$ cat src/rtl/pipe_ctrl_pkg.sv
// Shared types and defaults for the pipeline sequencing controller.
package pipe_ctrl_pkg;

  typedef enum logic [1:0] {
    RUN       = 2'd0,
    MEM_WAIT  = 2'd1,
    TRAP_SAVE = 2'd2,
    TRAP_JUMP = 2'd3
  } pipe_state_e;

  localparam int unsigned MEM_TIMEOUT_DEF = 16;

endpackage

$ cat src/rtl/pipe_ctrl_if.sv
// Stage-2 / CSR / Fetch handshake bundle around pipe_ctrl.
// master = datapath side driving events, slave = the controller.
interface pipe_ctrl_if #(parameter int unsigned CNT_W = 32);
  logic             br_taken_i;
  logic             jump_i;
  logic             mem_req_i;
  logic             mem_ack_i;
  logic             irq_i;
  logic             irq_en_i;
  logic             mret_i;
  logic             PC_sel;
  logic             flush;
  logic             stall;
  logic             epc_taken;
  logic             trap_enter_o;
  logic             mem_err_o;
  logic [CNT_W-1:0] stall_cnt_o;

  modport master (
    output br_taken_i, jump_i, mem_req_i, mem_ack_i, irq_i, irq_en_i, mret_i,
    input  PC_sel, flush, stall, epc_taken, trap_enter_o, mem_err_o, stall_cnt_o
  );

  modport slave (
    input  br_taken_i, jump_i, mem_req_i, mem_ack_i, irq_i, irq_en_i, mret_i,
    output PC_sel, flush, stall, epc_taken, trap_enter_o, mem_err_o, stall_cnt_o
  );
endinterface

$ cat src/rtl/pipe_ctrl_mem_wait_timer.sv
// Data-memory wait timer: counts stalled wait cycles and flags expiry.
module mem_wait_timer
  import pipe_ctrl_pkg::*;
#(
  parameter int unsigned MEM_TIMEOUT = MEM_TIMEOUT_DEF
) (
  input  logic clk,
  input  logic rst,
  input  logic start,
  input  logic run,
  output logic expired
);
  localparam int unsigned W = $clog2(MEM_TIMEOUT) + 1;

  logic [W-1:0] cnt;

  // The request cycle counts as wait cycle 0, so the count seen in the
  // k-th stall cycle is k and expiry lands on cycle MEM_TIMEOUT-1.
  always_ff @(posedge clk) begin
    if (rst)        cnt <= '0;
    else if (start) cnt <= W'(1);
    else if (run)   cnt <= cnt + W'(1);
    else            cnt <= '0;
  end

  assign expired = (cnt == W'(MEM_TIMEOUT - 1));
endmodule

$ cat src/rtl/pipe_ctrl.sv
// Pipeline sequencing controller: redirect, memory stall, irq entry, mret.
// Optional bus-error timeout on memory waits under `MEM_TIMEOUT_EN.
module pipe_ctrl
  import pipe_ctrl_pkg::*;
#(
  parameter int unsigned MEM_TIMEOUT = MEM_TIMEOUT_DEF,
  parameter int unsigned CNT_W       = 32
) (
  input  logic        clk,
  input  logic        rst,
  pipe_ctrl_if.slave  bus
);
  pipe_state_e      state, state_nxt;
  logic             pc_sel, flush, stall, epc_taken, trap_enter, mem_err;
  logic             expired;
  logic [CNT_W-1:0] stall_cnt;

`ifdef MEM_TIMEOUT_EN
  mem_wait_timer #(.MEM_TIMEOUT(MEM_TIMEOUT)) u_timer (
    .clk     (clk),
    .rst     (rst),
    .start   (state == RUN && stall),
    .run     (state == MEM_WAIT && stall),
    .expired (expired)
  );
`else
  logic unused_timeout;
  assign unused_timeout = |MEM_TIMEOUT;
  assign expired        = 1'b0;
`endif

  // Outputs are decoded from state and live inputs: redirects must act in
  // the same cycle stage 2 resolves them.
  always_comb begin
    state_nxt  = state;
    pc_sel     = 1'b0;
    flush      = 1'b0;
    stall      = 1'b0;
    epc_taken  = 1'b0;
    trap_enter = 1'b0;
    mem_err    = 1'b0;
    if (!rst) begin
      unique case (state)
        RUN: begin
          if (bus.mem_req_i) begin
            if (!bus.mem_ack_i) begin
              stall     = 1'b1;
              state_nxt = MEM_WAIT;
            end
          end else if (bus.br_taken_i || bus.jump_i) begin
            pc_sel = 1'b1;
            flush  = 1'b1;
          end else if (bus.mret_i) begin
            epc_taken = 1'b1;
            flush     = 1'b1;
          end else if (bus.irq_i && bus.irq_en_i) begin
            stall      = 1'b1;
            trap_enter = 1'b1;
            state_nxt  = TRAP_SAVE;
          end
        end
        MEM_WAIT: begin
          if (bus.mem_ack_i) begin
            state_nxt = RUN;
          end else if (expired) begin
            mem_err   = 1'b1;
            flush     = 1'b1;
            state_nxt = RUN;
          end else begin
            stall = 1'b1;
          end
        end
        TRAP_SAVE: begin
          stall     = 1'b1;
          state_nxt = TRAP_JUMP;
        end
        TRAP_JUMP: begin
          epc_taken = 1'b1;
          flush     = 1'b1;
          state_nxt = RUN;
        end
        default: state_nxt = RUN;
      endcase
    end
  end

  always_ff @(posedge clk) begin
    if (rst) begin
      state     <= RUN;
      stall_cnt <= '0;
    end else begin
      state <= state_nxt;
      if (stall) stall_cnt <= stall_cnt + CNT_W'(1);
    end
  end

  assign bus.PC_sel       = pc_sel;
  assign bus.flush        = flush;
  assign bus.stall        = stall;
  assign bus.epc_taken    = epc_taken;
  assign bus.trap_enter_o = trap_enter;
  assign bus.mem_err_o    = mem_err;
  assign bus.stall_cnt_o  = stall_cnt;
endmodule

$ cat src/flat_wrapper.sv
// flat-port wrapper written by rule: the top's interface ports become plain ports
module pipe_ctrl_flat import pipe_ctrl_pkg::*;
#(
  parameter int unsigned MEM_TIMEOUT = MEM_TIMEOUT_DEF,
  parameter int unsigned CNT_W       = 32
)
  (clk, rst, bus_br_taken_i, bus_jump_i, bus_mem_req_i, bus_mem_ack_i, bus_irq_i, bus_irq_en_i, bus_mret_i, bus_PC_sel, bus_flush, bus_stall, bus_epc_taken, bus_trap_enter_o, bus_mem_err_o, bus_stall_cnt_o);
  pipe_ctrl_if #(.CNT_W(CNT_W)) bus_i ();
  input  logic clk;
  input  logic rst;
  input wire logic [$bits(bus_i.br_taken_i)-1:0] bus_br_taken_i;
  input wire logic [$bits(bus_i.jump_i)-1:0] bus_jump_i;
  input wire logic [$bits(bus_i.mem_req_i)-1:0] bus_mem_req_i;
  input wire logic [$bits(bus_i.mem_ack_i)-1:0] bus_mem_ack_i;
  input wire logic [$bits(bus_i.irq_i)-1:0] bus_irq_i;
  input wire logic [$bits(bus_i.irq_en_i)-1:0] bus_irq_en_i;
  input wire logic [$bits(bus_i.mret_i)-1:0] bus_mret_i;
  output wire logic [$bits(bus_i.PC_sel)-1:0] bus_PC_sel;
  output wire logic [$bits(bus_i.flush)-1:0] bus_flush;
  output wire logic [$bits(bus_i.stall)-1:0] bus_stall;
  output wire logic [$bits(bus_i.epc_taken)-1:0] bus_epc_taken;
  output wire logic [$bits(bus_i.trap_enter_o)-1:0] bus_trap_enter_o;
  output wire logic [$bits(bus_i.mem_err_o)-1:0] bus_mem_err_o;
  output wire logic [$bits(bus_i.stall_cnt_o)-1:0] bus_stall_cnt_o;
  assign bus_i.br_taken_i = bus_br_taken_i;
  assign bus_i.jump_i = bus_jump_i;
  assign bus_i.mem_req_i = bus_mem_req_i;
  assign bus_i.mem_ack_i = bus_mem_ack_i;
  assign bus_i.irq_i = bus_irq_i;
  assign bus_i.irq_en_i = bus_irq_en_i;
  assign bus_i.mret_i = bus_mret_i;
  assign bus_PC_sel = bus_i.PC_sel;
  assign bus_flush = bus_i.flush;
  assign bus_stall = bus_i.stall;
  assign bus_epc_taken = bus_i.epc_taken;
  assign bus_trap_enter_o = bus_i.trap_enter_o;
  assign bus_mem_err_o = bus_i.mem_err_o;
  assign bus_stall_cnt_o = bus_i.stall_cnt_o;
  pipe_ctrl #(.MEM_TIMEOUT(MEM_TIMEOUT), .CNT_W(CNT_W)) u_core (.clk(clk), .rst(rst), .bus(bus_i));
endmodule
$ cat config.mk
export PLATFORM = sky130hd
export DESIGN_NAME = pipe_ctrl_flat
export DESIGN_NICKNAME = d
export VERILOG_FILES = /design/src/rtl/pipe_ctrl_pkg.sv /design/src/rtl/pipe_ctrl_if.sv /design/src/rtl/pipe_ctrl_mem_wait_timer.sv /design/src/rtl/pipe_ctrl.sv /design/src/flat_wrapper.sv
export SDC_FILE = /design/constraint.sdc
export NUM_CORES = 1
export LEC_CHECK = 0
export CORE_ASPECT_RATIO = 1.5
export CORE_MARGIN = 3
export CORE_UTILIZATION = 43
export CTS_CLUSTER_DIAMETER = 80
export DETAILED_ROUTE_END_ITERATION = 6
export GPL_ROUTABILITY_DRIVEN = 0
export GPL_TIMING_DRIVEN = 0
export PLACE_DENSITY = 0.77
export SYNTH_ARGS = -nofsm -noshare
export SYNTH_HDL_FRONTEND = slang
export SYNTH_SLANG_ARGS = --single-unit
$ cat constraint.sdc
create_clock -name clk -period 2.4 [get_ports clk]
set_input_delay 0.48 -clock clk [delete_from_list [all_inputs] [get_ports clk]]
set_output_delay 0.48 -clock clk [all_outputs]
set_load 0.03 [all_outputs]
Yosys cells after proc, flatten, opt, wreduce, memory -nomap -nowiden

Index checks and enable logic that the tools add are counted.

Reduce and logical (&&, ||, !) cells: 4
Mux-type cells: 30
Equality and inequality tests: 8
Add/subtract/negate cells: 1

Operators by type and width:

| cell                                                | count |
|---|---|
| adder 32 x 1 -> 32 bit, second input constant       | 1 |
| two-way mux 1 bit                                   | 20 |
| two-way mux 2 bit                                   | 6 |
| != test 3 bit, second input constant                | 3 |
| case mux 2 bit (4 select lines)                     | 1 |
| AND reduction 5 bit                                 | 1 |
| equality test 2 bit, second input constant          | 2 |
| case mux 1 bit (2 select lines)                     | 2 |
| != test 3 x 2 -> 1 bit, second input constant       | 1 |
| case mux 1 bit (3 select lines)                     | 1 |
| equality test 2 x 1 -> 1 bit, second input constant | 1 |
| zero test 2 bit                                     | 1 |
| != test 2 bit, second input constant                | 1 |
| logical AND 1 bit                                   | 1 |
| logical OR 1 bit                                    | 1 |

Register bits after elaboration: 34
Output and inout bits: 38
Word-level logic and storage cells: 45

Depth between registers and ports, before layout

Gate-level depths: netlist of the first run.

Depth after elaboration: 7
Gate-level depth with buffers: 8

Worst setup path after synthesis of the first run

No wires, ideal clock.

Path kind: in2out
Start point: input bus_jump_i
End point: output bus_trap_enter_o
Data arrival time: 1.975 ns
Buffers on the path: 1
Data required time: 1.920 ns
Path slack: -0.055 ns
Stages on the path: 3
Path through: or3_1 > buf_2 > nor4_1

Cells in the longest elaborated chain, start to end: 5

Ends and longest elaborated chain:

| element           | line               | RTL |
|---|---|---|
| from (decl)       | flat_wrapper.sv:12 | `input wire logic [$bits(bus_i.jump_i)-1:0] bus_jump_i;` |
| logical OR 1 bit  | pipe_ctrl.sv:50    | `end else if (bus.br_taken_i \|\| bus.jump_i) begin` |
| two-way mux 1 bit | pipe_ctrl.sv:50    |  |
| two-way mux 1 bit | pipe_ctrl.sv:45    | `if (bus.mem_req_i) begin` |
| two-way mux 1 bit | pipe_ctrl.sv:43    | `unique case (state)` |
| two-way mux 1 bit | pipe_ctrl.sv:42    | `if (!rst) begin` |
| to (decl)         | flat_wrapper.sv:22 | `output wire logic [$bits(bus_i.trap_enter_o)-1:0] bus_trap_enter_o;` |

Every way passes these cells.

Worst setup path in the final report of the first run

Start point: input bus_mret_i
End point: output bus_stall

Cells in the longest elaborated chain, start to end: 5

Ends and longest elaborated chain:

| element                         | line               | RTL |
|---|---|---|
| from (decl)                     | flat_wrapper.sv:17 | `input wire logic [$bits(bus_i.mret_i)-1:0] bus_mret_i;` |
| two-way mux 1 bit               | pipe_ctrl.sv:53    | `end else if (bus.mret_i) begin` |
| two-way mux 1 bit               | pipe_ctrl.sv:50    |  |
| two-way mux 1 bit               | pipe_ctrl.sv:45    |  |
| case mux 1 bit (3 select lines) | pipe_ctrl.sv:43    |  |
| two-way mux 1 bit               | pipe_ctrl.sv:42    |  |
| to (decl)                       | flat_wrapper.sv:20 | `output wire logic [$bits(bus_i.stall)-1:0] bus_stall;` |

Every way passes these cells.

==> summary.txt, run 1 <==
status: completed
max incr delay on CP: 0.37 ns
ratio of cells with drive above 1 in the final layout: 15.30%
CP cell instances: dlygate4sd2_1, or3_4, o32ai_4, o21ai_4, nor2_2, buf_6
Register Area: 680.7 µm²
Rel. slew slack: 55.69%
initial antenna violation count: 0
multi-input logic area: 1132 µm²
Clk pin slew, worst setup/hold paths: 0.07 ns
Max Root-Sink Buffers: 2
crit share post-route: 97.12%
Sink Count: 34
DRC: 0
crit-path leading delay family: compound AO/OA/AOI/OAI gates
Critical Path Sink Type: output port
# fillers: 332
CTS Hold Bufs: 0
Final Setup Violations: 0
global route total overflow: 0
htree depth: 2
worst reg-to-reg path cell count: 8
number of max-cap violations: 0
routed wire length per instance: 14.64 µm
syn_area_per_cell: 8.104 µm²
Chip Width: 58.58 µm
post-synth cell types: 37
Synth top area share: 38.18%
cell taking the most area after synthesis: dfxtp_1
most common cell in the netlist: dfxtp_1
vias in the first global route: 1,667
total number of vias: 1,912
Crit Path Class: primary input to output port
Setup crit start: bus_mret_i
WL final: 4.772 mm
synthesized cell area: 1783 µm²
Final min period: 2.331 ns
FF+latch count, synth: 34
Pre-antenna DRT Iters: 4
worst path bufs/invs: 2
I/O Buffers: 45
max-slew violation count: 0
initial core utilization: 45.04%
startpoint types: primary input
WP data required: 1.92 ns
Row Count: 28
Via density: 5.865
hold path cells: 2
Top FF cell, synth: dfxtp_1
Hold Crit Class: flop to flop
commonest cells in the netlist: dfxtp_1 (34), a21oi_1 (26), or3_1 (20), o21ai_0 (15), nand2_1 (14)
Finished Core Util: 65.77%
EDFF count, synth: 0
Post-DRT Antenna Nets: 0
Top-Level Pins: 47
Num CTS Buffers: 5
Final Hold Vio Count: 0
worst slew pin tran: 0.6617 ns
synthesized instance count: 220
Syn Nets: 235
Fmax: 429.0 MHz
Slowest cell on crit path: o32ai_4
Hold WS: 0.5016 ns
Yosys warning count: 0
Clock Root Buffer: clkbuf_8
Synth-to-Final Area Change: 46.04%
crit path DAT: 1.85 ns
ys async rst share: 0%
worst-path fanout max: 4
drt first-iter violations: 66
total global-route track usage: 19.33%
largest net degree at the start of global routing: 12
Worst path depth: 6
first-pass GRT wire length: 7.645 mm
Worst-Skew Late Latency: 0.29 ns
Pleak: 0.8551 nW
dpl hpwl: 3.215 mm
hold_sp: u_core.bus.stall_cnt_o[31]$_SDFFE_PP0P_
Peak VDD IR: 619.6 µV
worst r2r src: u_core.state[0]$_SDFFE_PP0P_
Power per Cell Area: 723.0 nW/µm²
skew final: 0.007630 ns
Die ar.: 4971 µm²
CORE AREA: 3959 µm²
Die H: 84.87 µm
fin nets: 295
antenna cell count: 0
top post-synthesis cells by area: dfxtp_1 (38%), a21oi_1 (7.3%), or3_1 (7.0%)
CTS tree: yes
register area share after synthesis: 38.18%
==> tightest hold or removal path, stage by stage, from the launching register on <==
cell and delay (ns):
dfxtp_1 0.32, o21ai_0 0.07, a21oi_1 0.06
==> cell usage in the layout (no fill, tap or decap), drive strengths merged, types with 6 or more instances in the layout <==
cell type,Yosys,final
a21oi,26,26
buf,4,15
clkbuf,5,11
clkdlybuf4s50,0,36
dfxtp,34,34
ha,6,6
inv,9,9
nand2,14,14
nand3,9,9
nand4,6,6
nor2,13,13
nor3,9,9
o2111ai,6,6
o21ai,23,23
or3,20,20
==> timing repair <==
action	in CTS	in global routing
setup endpoints to repair	28	29
cloned	1	0
buffers inserted	6	2
endpoints found under the hold margin	0	0
gates resized for setup	36	21
pin swaps	7	6
==> layer usage <==
layer | track usage, % | vias up | share of wire [%]
li1 | - | 941 | -
met1 | 22.68 | 896 | 41
met2 | 33.16 | 66 | 50
met3 | 4.566 | 9 | 6.8
met4 | 7.629 | 0 | 1.9
met5 | 0 | - | 0
==> cell type report <==
cell class | count | share of cell area, %
tap | 45 | 2.162
multi-input combinational | 168 | 43.49
clock inverter | 2 | 2.307
clock buffer | 6 | 3.172
inverter | 9 | 1.297
buffer | 8 | 1.970
timing repair buffer | 54 | 19.46
sequential | 34 | 26.14
==> sequential cells by signal, summed over array words and instances, names as in the netlist <==
name and flops:
u_core.bus.stall_cnt_o 32, u_core.state 2
==> path summary, 6_finish.rpt <==
path                                             endpoint  slack (ns)
setup / recovery                                bus_stall        0.07
hold / removal    u_core.bus.stall_cnt_o[31]$_SDFFE_PP0P_        0.50
setup reg to reg  u_core.bus.stall_cnt_o[23]$_SDFFE_PP0P_        0.16
hold reg to reg   u_core.bus.stall_cnt_o[31]$_SDFFE_PP0P_        0.50
==> metrics by stage <==
| stage | setup TNS (ns) | instance area (µm²) | power [mW] | worst slack, ns | instances |
|---|---|---|---|---|---|
| floorplan | 0 | 1792 | 0.9648 | 0.08955 | 220 |
| global placement | -12.77 | 2298 | 1.091 | -0.9136 | 310 |
| detailed placement | -13.76 | 2298 | 1.099 | -0.9386 | 310 |
| CTS | -0.05137 | 2534 | 1.804 | -0.05137 | 325 |
| global route | -0.01821 | 2604 | 1.976 | -0.006719 | 326 |
| finish | 0 | 2604 | 1.882 | 0.06910 | 326 |
==> where the power goes <==
| part | switching, mW | internal, mW | total (mW) |
|---|---|---|---|
| registers | 0.0355 | 0.594 | 0.629 |
| clock network | 0.214 | 0.443 | 0.657 |
| logic | 0.339 | 0.257 | 0.596 |
==> cells by family (layout without fill, tap and decap cells) <==
kind of cell	count (synthesis)	count (layout)	share of synthesized area, %
simple gates	87	87	26.04
compound gates	66	66	23.16
flops	34	34	38.18
buf+inv	18	79	4.210
xor+xnor	7	7	3.439
fa+ha+maj	6	6	4.210
other cells	1	1	0.2103
mux	1	1	0.5614
Power figures use the tool's default switching activity.
==> run 2, diff against run 1 <==
--- a/config.mk
+++ b/config.mk
@@ -8,6 +8,7 @@
 export CORE_ASPECT_RATIO = 1.5
 export CORE_MARGIN = 3
 export CORE_UTILIZATION = 43
+export CTS_BUF_LIST = sky130_fd_sc_hd__clkbuf_8 sky130_fd_sc_hd__clkbuf_16
 export CTS_CLUSTER_DIAMETER = 80
 export DETAILED_ROUTE_END_ITERATION = 6
 export GPL_ROUTABILITY_DRIVEN = 0
==> results of run 2 <==
Final layout, timing and power as in run 1 (identical DEF).
